File: config.mk
export PLATFORM = sky130hd
export DESIGN_NAME = uart_bus_master
export DESIGN_NICKNAME = d
export VERILOG_FILES = /design/src/rtl/uart_bus_master.sv
export SDC_FILE = /design/constraint.sdc
export NUM_CORES = 1
export LEC_CHECK = 0
export CAP_MARGIN = 20
export CORE_ASPECT_RATIO = 0.6
export CORE_MARGIN = 3
export CORE_UTILIZATION = 44
export CTS_BUF_LIST = sky130_fd_sc_hd__clkbuf_8 sky130_fd_sc_hd__clkbuf_16
export CTS_CLUSTER_DIAMETER = 100
export DETAILED_ROUTE_END_ITERATION = 6
export PLACE_DENSITY = 0.95
export SYNTH_ARGS = -nofsm -noshare
export SYNTH_HDL_FRONTEND = slang
export SYNTH_SLANG_ARGS = --single-unit
export TNS_END_PERCENT = 20
File: constraint.sdc
create_clock -name clk -period 4.8 [get_ports clk]
set_input_delay 1.2 -clock clk [delete_from_list [all_inputs] [get_ports clk]]
set_output_delay 1.2 -clock clk [all_outputs]
set_load 0.005 [all_outputs]
File: src/rtl/uart_bus_master.sv
// Polled bus initiator for the memory-mapped UART: status read, then a TX write, an RX read,
// or a FIFO flush. One access per state visit; all outputs are registered.
module uart_bus_master #(
    parameter int unsigned RD_LAT  = 2,
    parameter int unsigned TIMEOUT = 1023
) (
    input  logic        clk,
    input  logic        rstn,
    input  logic [7:0]  tx_data,
    input  logic        tx_valid,
    output logic        tx_ready,
    output logic [7:0]  rx_data,
    output logic        rx_valid,
    input  logic        rx_ready,
    input  logic        flush,
    output logic        busy,
    output logic        err,
    output logic [31:0] bus_addr,
    output logic [31:0] bus_wdata,
    input  logic [31:0] bus_rdata,
    output logic        bus_en,
    output logic [3:0]  bus_we
);

    localparam logic [31:0] ADDR_RX   = 32'h0;
    localparam logic [31:0] ADDR_TX   = 32'h4;
    localparam logic [31:0] ADDR_STAT = 32'h8;
    localparam logic [31:0] ADDR_CTRL = 32'hC;
    localparam logic [2:0]  WAIT_INIT = 3'(RD_LAT - 1);
    localparam logic [9:0]  TO_LIMIT  = 10'(TIMEOUT);

    typedef enum logic [2:0] {
        StIdle,
        StStatReq,
        StStatWait,
        StTxWr,
        StRxRd,
        StRxWait,
        StFlushWr
    } state_e;

    state_e      state;
    logic [2:0]  wait_cnt;
    logic [9:0]  to_cnt;
    logic [9:0]  to_inc;
    logic        last_rx;
    logic        flush_pend;
    logic        rx_ok;
    logic        tx_ok;
    logic        unused_rdata;

    assign rx_ok        = bus_rdata[0] & ~rx_valid;
    assign tx_ok        = tx_valid & ~bus_rdata[3];
    assign to_inc       = (&to_cnt) ? to_cnt : to_cnt + 10'd1;
    assign busy         = (state != StIdle);
    assign unused_rdata = ^bus_rdata[31:8];

    always_ff @(posedge clk) begin
        if (!rstn) begin
            state      <= StIdle;
            wait_cnt   <= '0;
            to_cnt     <= '0;
            last_rx    <= 1'b0;
            flush_pend <= 1'b0;
            err        <= 1'b0;
            rx_valid   <= 1'b0;
            rx_data    <= '0;
            tx_ready   <= 1'b0;
            bus_en     <= 1'b0;
            bus_addr   <= '0;
            bus_wdata  <= '0;
            bus_we     <= '0;
        end else begin
            // Bus returns to all-zero unless the next state issues an access.
            bus_en    <= 1'b0;
            bus_addr  <= '0;
            bus_wdata <= '0;
            bus_we    <= '0;
            tx_ready  <= 1'b0;

            if (flush) begin
                flush_pend <= 1'b1;
            end
            if (rx_valid && rx_ready) begin
                rx_valid <= 1'b0;
            end

            case (state)
                StIdle: begin
                    if (flush_pend) begin
                        state     <= StFlushWr;
                        bus_en    <= 1'b1;
                        bus_addr  <= ADDR_CTRL;
                        bus_we    <= 4'hF;
                        bus_wdata <= 32'h3;
                    end else if (tx_valid || !rx_valid) begin
                        state    <= StStatReq;
                        bus_en   <= 1'b1;
                        bus_addr <= ADDR_STAT;
                    end
                end

                StStatReq: begin
                    state    <= StStatWait;
                    wait_cnt <= WAIT_INIT;
                end

                StStatWait: begin
                    if (wait_cnt != 3'd0) begin
                        wait_cnt <= wait_cnt - 3'd1;
                    end else begin
                        if (tx_valid && bus_rdata[3]) begin
                            to_cnt <= to_inc;
                            if (to_inc >= TO_LIMIT) begin
                                err <= 1'b1;
                            end
                        end
                        // On a tie, serve whichever side did not go last.
                        if (rx_ok && (!tx_ok || !last_rx)) begin
                            state    <= StRxRd;
                            bus_en   <= 1'b1;
                            bus_addr <= ADDR_RX;
                        end else if (tx_ok) begin
                            state     <= StTxWr;
                            bus_en    <= 1'b1;
                            bus_addr  <= ADDR_TX;
                            bus_we    <= 4'hF;
                            bus_wdata <= {24'b0, tx_data};
                            tx_ready  <= 1'b1;
                        end else begin
                            state <= StIdle;
                        end
                    end
                end

                StTxWr: begin
                    to_cnt  <= '0;
                    last_rx <= 1'b0;
                    state   <= StIdle;
                end

                StRxRd: begin
                    last_rx  <= 1'b1;
                    wait_cnt <= WAIT_INIT;
                    state    <= StRxWait;
                end

                StRxWait: begin
                    if (wait_cnt != 3'd0) begin
                        wait_cnt <= wait_cnt - 3'd1;
                    end else begin
                        rx_data  <= bus_rdata[7:0];
                        rx_valid <= 1'b1;
                        state    <= StIdle;
                    end
                end

                StFlushWr: begin
                    rx_valid   <= 1'b0;
                    flush_pend <= flush;
                    to_cnt     <= '0;
                    state      <= StIdle;
                end

                default: begin
                    state <= StIdle;
                end
            endcase
        end
    end

    // An RX read is only started with rx_valid low, so a consumer accept never meets a load.
    rx_load_vs_accept: assert property (@(posedge clk) disable iff (!rstn)
        !(state == StRxWait && wait_cnt == 3'd0 && rx_valid && rx_ready));

endmodule

==> results_dict.tcl, run 1 <==
set metrics [dict create \
    status "finished clean" \
    globalplace.congestion 0.9938 \
    drive_gt1_share_pct 4.720 \
    io-pin-count 126 \
    via_count 2107 \
    min_from "err$_SDFFE_PN0P_" \
    synth_common_cells "58 x buf_4, 40 x dfxtp_1, 20 x o21ai_0, 15 x nor2_1, 15 x nor2b_1" \
    setup_tns_ps 0 \
    grt.total_usage_pct 17.26 \
    avgViaCountPerCell 5.202 \
    drc_errors 0 \
    wl_um 5647 \
    drt_iter0_drc 158 \
    root_buffer "clkbuf_8" \
    avgSynthCellArea_um2 8.203 \
    finalCriticalPeriod_ps 2948 \
    hold_path.class "reg -> reg" \
    fill_cells 454 \
    leakage_nw 1.110 \
    cts_tree "built" \
    whs_ps 471.6 \
    regToRegSetupSlack_ps 2850 \
    cts.sink_count 40 \
    rsz0062_at_grt "false" \
    dp_slack_ps 1901 \
    post-dp-hpwl_um 4163 \
    tightest_slew_ps 562.4 \
    cp.required_ps 3600 \
    grt_pass1_vias 1913 \
    die-area_um2 6637 \
    critical_path.cell_chain "nor3_1 -> inv_1 -> clkdlybuf4s50_1" \
    max_clock_freq_ghz 0.3392 \
    slew_headroom_pct 62.45 \
    p_per_area_nw_per_um2 353.1 \
    core-area_um2 5255 \
    grt_overflow_total 0 \
    start_util_pct 47.45 \
    synth_compound_area_share_pct 16.86 \
    synth-simple-area-share_pct 23.23 \
    power_w 0.001010 \
    skew_ps 4.925 \
    clk_pin_slew_worst_paths_ps 80 \
    synth_area_leaders "dfxtp_1 32%, buf_4 17%, o21ai_0 4.0%" \
    ys_warn_count 0 \
    setup_ws_ps 1852 \
    syn-cell-area_um2 2494 \
    n_antenna_cell 0 \
    crit_buf_inv 2 \
    synth-xor-area-share_pct 0.7025 \
    seq_area_frac_synth_pct 32.11 \
    synth-seq-cells 40 \
    yosysTopAreaCell "dfxtp_1" \
    clk_path_buf_depth 2 \
    synth_top_cell_area_share_pct 32.11 \
    critPathSlowestCell "dfxtp_1" \
    synth_fa_ha_area_share_pct 1.505 \
    synth-edff-count 0 \
    reg2regPathDepth 6 \
    hold_path_end "err$_SDFFE_PN0P_" \
    cts_hold_buf 0 \
    fp.dieW_um 103.2 \
    antenna_found_initial 0 \
    cts_buffers 5 \
    end_kind "output port" \
    ir_drop_mv 0.1773 \
    ant_nets 0 \
    setup_viol 0 \
    area_delta_synth_final_pct 14.75 \
    die_y_um 64.32 \
    cpPeakStageDelay_ps 680 \
    post_cts_resize_count 0 \
    worst-endpoint-arrival_ps 1750 \
    io_buffers 47 \
    cts_setup_buffers 0 \
    cp_top_family "flip-flops" \
    h-tree-depth 2 \
    grt_pass1_wl_um 9039 \
    synth.mux.area_fraction_pct 3.613 \
    crit_type "reg -> out" \
    period_share_pct 61.42 \
    drv_cap 0 \
    rr_endpoint "to_cnt[3]$_SDFFE_PN0P_" \
    synthArstFlopShare_pct 0 \
    rows 20 \
    nets 386 \
    dr.pass1.iters 5 \
    postSynthCellCount 304 \
    post_dp_cell_area_um2 2746 \
    fin_area_um2 2861 \
    grt_max_degree 34 \
    routedWlPerCell_um 13.94 \
    r2r_start "to_cnt[0]$_SDFFE_PN0P_" \
    cp-start-kind "flop" \
    yosysUniqueCellTypes 53 \
    drv_slew 0 \
    yosys.cell_count.top_type "buf_4" \
    ys.flop_type "dfxtp_1" \
    synth_top_family_by_area "simple AND/OR/NAND/NOR gates" \
    final_hold_viol_count 0 \
    crit_fanout 19 \
    clock_latency_ps 300 \
    min_path_cells 2 \
]
-- per-stage QoR --
stage | std cells | utilization, %
floorplan | 357 | -
global placement | 397 | 52.26
detailed placement | 397 | 52.26
CTS | 405 | 54.45
global route | 405 | 54.45
finish | 405 | 54.45
-- sequential cells by signal, summed over array words and instances (netlist names), 3 cells and up --
register	flops
bus_wdata	8
to_cnt	10
state	3
wait_cnt	3
rx_data	8
-- worst min-delay path: cells and delay by family, from the launching register on --
kind / cells / cell delay [ps]
flops: 1 / 320
compound gates: 1 / 60
simple gates: 1 / 50
-- power by group --
group / leakage [nW] / switching (W) / internal [W]
Clock: 0.0548 / 0.000132 / 0.000157
Combinational: 0.731 / 0.000158 / 0.000151
Sequential: 0.325 / 0.0000490 / 0.000364
Total: 1.11 / 0.000339 / 0.000672
-- per-layer routing --
metal | up-vias | GRT usage, % | wire length, µm
met4 | 0 | 5.977 | 133
met5 | - | 0 | 0
met3 | 20 | 5.780 | 537
met1 | 971 | 22.41 | 2350
met2 | 117 | 26.68 | 2626
li1 | 999 | - | -
-- cell type report --
cell class                 count  area, µm²  share of cell area, %
sequential                    40      800.8                  27.98
timing repair buffer          48      478.0                  16.70
clock inverter                 3      46.29                  1.618
multi-input combinational    233       1348                  47.09
tap                           66      82.58                  2.886
inverter                      10      37.54                  1.312
clock buffer                   5      68.82                  2.405
-- cells in the final DEF, fill, tap and decap left out, types with 3 or more instances in the layout --
master / netlist / layout
nand3_1: 8 / 8
nand2_1: 14 / 14
clkdlybuf4s50_1: 0 / 47
o21a_1: 3 / 3
nand4_1: 4 / 4
a21oi_1: 14 / 14
nand2b_1: 4 / 4
a31oi_1: 6 / 6
o31ai_1: 3 / 3
and3_1: 5 / 5
inv_1: 9 / 9
a211oi_1: 4 / 4
and2_1: 12 / 12
nor3_1: 5 / 5
ha_1: 3 / 3
nor2_1: 15 / 15
mux2i_1: 9 / 9
nor2b_1: 15 / 15
o21ai_0: 20 / 20
clkbuf_8: 0 / 5
conb_1: 1 / 54
dfxtp_1: 40 / 40
-- how the worst max path moves through the flow --
stage	from	endpoint	slack, ps	cells past startpoint
5_1_grt	state[2]$_SDFFE_PN0P_	busy	1760	3
2_1_floorplan	bus_rdata[3]	to_cnt[5]$_SDFFE_PN0P_	2620	6
3_5_place_dp	rstn	err$_SDFFE_PN0P_	1900	6
4_1_cts	state[2]$_SDFFE_PN0P_	busy	1860	3
6_report	state[2]$_SDFFE_PN0P_	busy	1850	3
3_3_place_gp	bus_rdata[3]	err$_SDFFE_PN0P_	1930	6
-- logic make-up (layout without fill, tap and decap cells) --
family,after synthesis,in the layout
buf+inv,84,66
xor+xnor,2,2
flops,40,40
fa+ha+maj,3,3
other cells,1,54
simple gates,99,99
mux,9,9
compound gates,66,66
Power figures use the tool's default switching activity.
==> inputs of run 2 (changes only) <==
CORE_UTILIZATION = 37   (was 44)
PLACE_DENSITY = 0.89   (was 0.95)
clock period = 2.7 ns   (was 4.8 ns; I/O delays follow)
==> run 2 against run 1 <==
- flip-flop and latch count is the same
- count of clock-buffer cells in the layout grew 1
- global-route usage shrank 3.5 points
- power grew 80%
- first-iteration DRC count grew 10%
- register-to-register slack lost 2200 ps
==> results_dict.tcl, run 2 (synthesized netlist as in run 1, its figures left out) <==
set metrics [dict create \
    core-area_um2 6304 \
    grt_pass1_vias 1834 \
    leakage_nw 1.127 \
    area_delta_synth_final_pct 16.51 \
    fin_area_um2 2905 \
    cp-start-kind "flop" \
    avgViaCountPerCell 4.871 \
    cts.sink_count 40 \
    largest_reg_flops 10 \
    drive_gt1_share_pct 5.279 \
    largestRegisters "to_cnt: 10 flops, bus_wdata: 8 flops, rx_data: 8 flops" \
    post_cts_resize_count 0 \
    cts_setup_buffers 0 \
    cp.required_ps 2030 \
    period_share_pct 90.49 \
    io_buffers 47 \
    grt_max_degree 33 \
    clk_pin_slew_worst_paths_ps 80 \
    worst-endpoint-arrival_ps 1770 \
    skew_ps 6.929 \
    grt.total_usage_pct 13.76 \
    fin_util_pct 46.09 \
    dr.pass1.iters 5 \
    post_dp_cell_area_um2 2784 \
    wl_um 5634 \
    rsz0062_at_grt "false" \
    critPathSlowestCell "dfxtp_1" \
    nets 388 \
    drv_cap 0 \
    crit_fanout 14 \
    setup_tns_ps 0 \
    cts_hold_buf 0 \
    max_clock_freq_ghz 0.4093 \
    post-dp-hpwl_um 4101 \
    globalplace.congestion 0.9498 \
    layout_commonest_cell "conb_1" \
    crit_type "reg -> out" \
    finalCriticalPeriod_ps 2443 \
    via_count 2070 \
    root_buffer "clkbuf_8" \
    status "finished clean" \
    drv_slew 0 \
    h-tree-depth 2 \
    hold_path.class "reg -> reg" \
    routedWlPerCell_um 13.26 \
    setup_viol 0 \
    power_w 0.001815 \
    clock_latency_ps 300 \
    fp.dieW_um 112.0 \
    final_hold_viol_count 0 \
    drt_iter0_drc 174 \
    critical_path.cell_chain "nor3_1 -> inv_1 -> clkdlybuf4s50_1" \
    fill_cells 607 \
    n_antenna_cell 0 \
    cts_buffers 5 \
    start_util_pct 39.56 \
    rows 22 \
    ant_nets 0 \
    p_per_area_nw_per_um2 624.7 \
    end_kind "output port" \
    cpPeakStageDelay_ps 470 \
    io-pin-count 126 \
    grt_pass1_wl_um 8852 \
    ir_drop_mv 0.3657 \
    clk_path_buf_depth 2 \
    antenna_found_initial 0 \
    die-area_um2 7793 \
    cts_tree "built" \
    drc_errors 0 \
    regMostFlops "to_cnt" \
    grt_overflow_total 0 \
    layout_common_cells "54 x conb_1, 47 x clkdlybuf4s50_1, 40 x dfxtp_1" \
    die_y_um 69.59 \
]
## run 2: routing by layer
| layer | up-vias | routed length, µm | track usage [%] |
|---|---|---|---|
| li1 | 1005 | - | - |
| met1 | 951 | 2480 | 18.10 |
| met2 | 104 | 2464 | 20.05 |
| met3 | 10 | 614 | 6.539 |
| met4 | 0 | 74 | 4.000 |
| met5 | - | 0 | 0 |
## run 2: final cells by class
cell class                      count  area, µm²  area share, %
Multi-Input combinational cell    233       1348          46.38
Timing Repair Buffer               50      493.0          16.97
Sequential cell                    40      800.8          27.56
Clock buffer                        6      82.58          2.842
Clock inverter                      2      38.79          1.335
Inverter                           10      37.54          1.292
Tap cell                           84      105.1          3.618
## run 2: path summary, 6_finish.rpt
kind | to | cells after the start | slack (ps) | startpoint
hold / removal | err$_SDFFE_PN0P_ | 2 | 470 | err$_SDFFE_PN0P_
hold reg to reg | err$_SDFFE_PN0P_ | 2 | 470 | err$_SDFFE_PN0P_
setup reg to reg | to_cnt[3]$_SDFFE_PN0P_ | 6 | 690 | to_cnt[0]$_SDFFE_PN0P_
setup / recovery | busy | 3 | 260 | state[0]$_SDFFE_PN0P_
## run 2: through the flow
step	hold WS (ps)	worst slack [ps]	std cells
2_1_floorplan	449.5	1043	357
3_3_place_gp	449.2	337.2	417
3_5_place_dp	469.6	271.8	417
4_1_cts	480.8	265.4	425
5_1_grt	509.5	189.9	425
6_report	473.1	256.7	425
## run 2: report_power, final
group          internal [W]  total (W)  switching [W]
Combinational      0.000279   0.000588       0.000309
Sequential         0.000647   0.000706      0.0000593
Clock              0.000302   0.000521       0.000219
Total               0.00123    0.00182       0.000588
## run 2: critical path: cells and delay by family, from the launching register on
kind | cells | cell delay, ps
buffers and inverters | 2 | 530
DFF | 1 | 470
and+or+nand+nor | 1 | 470
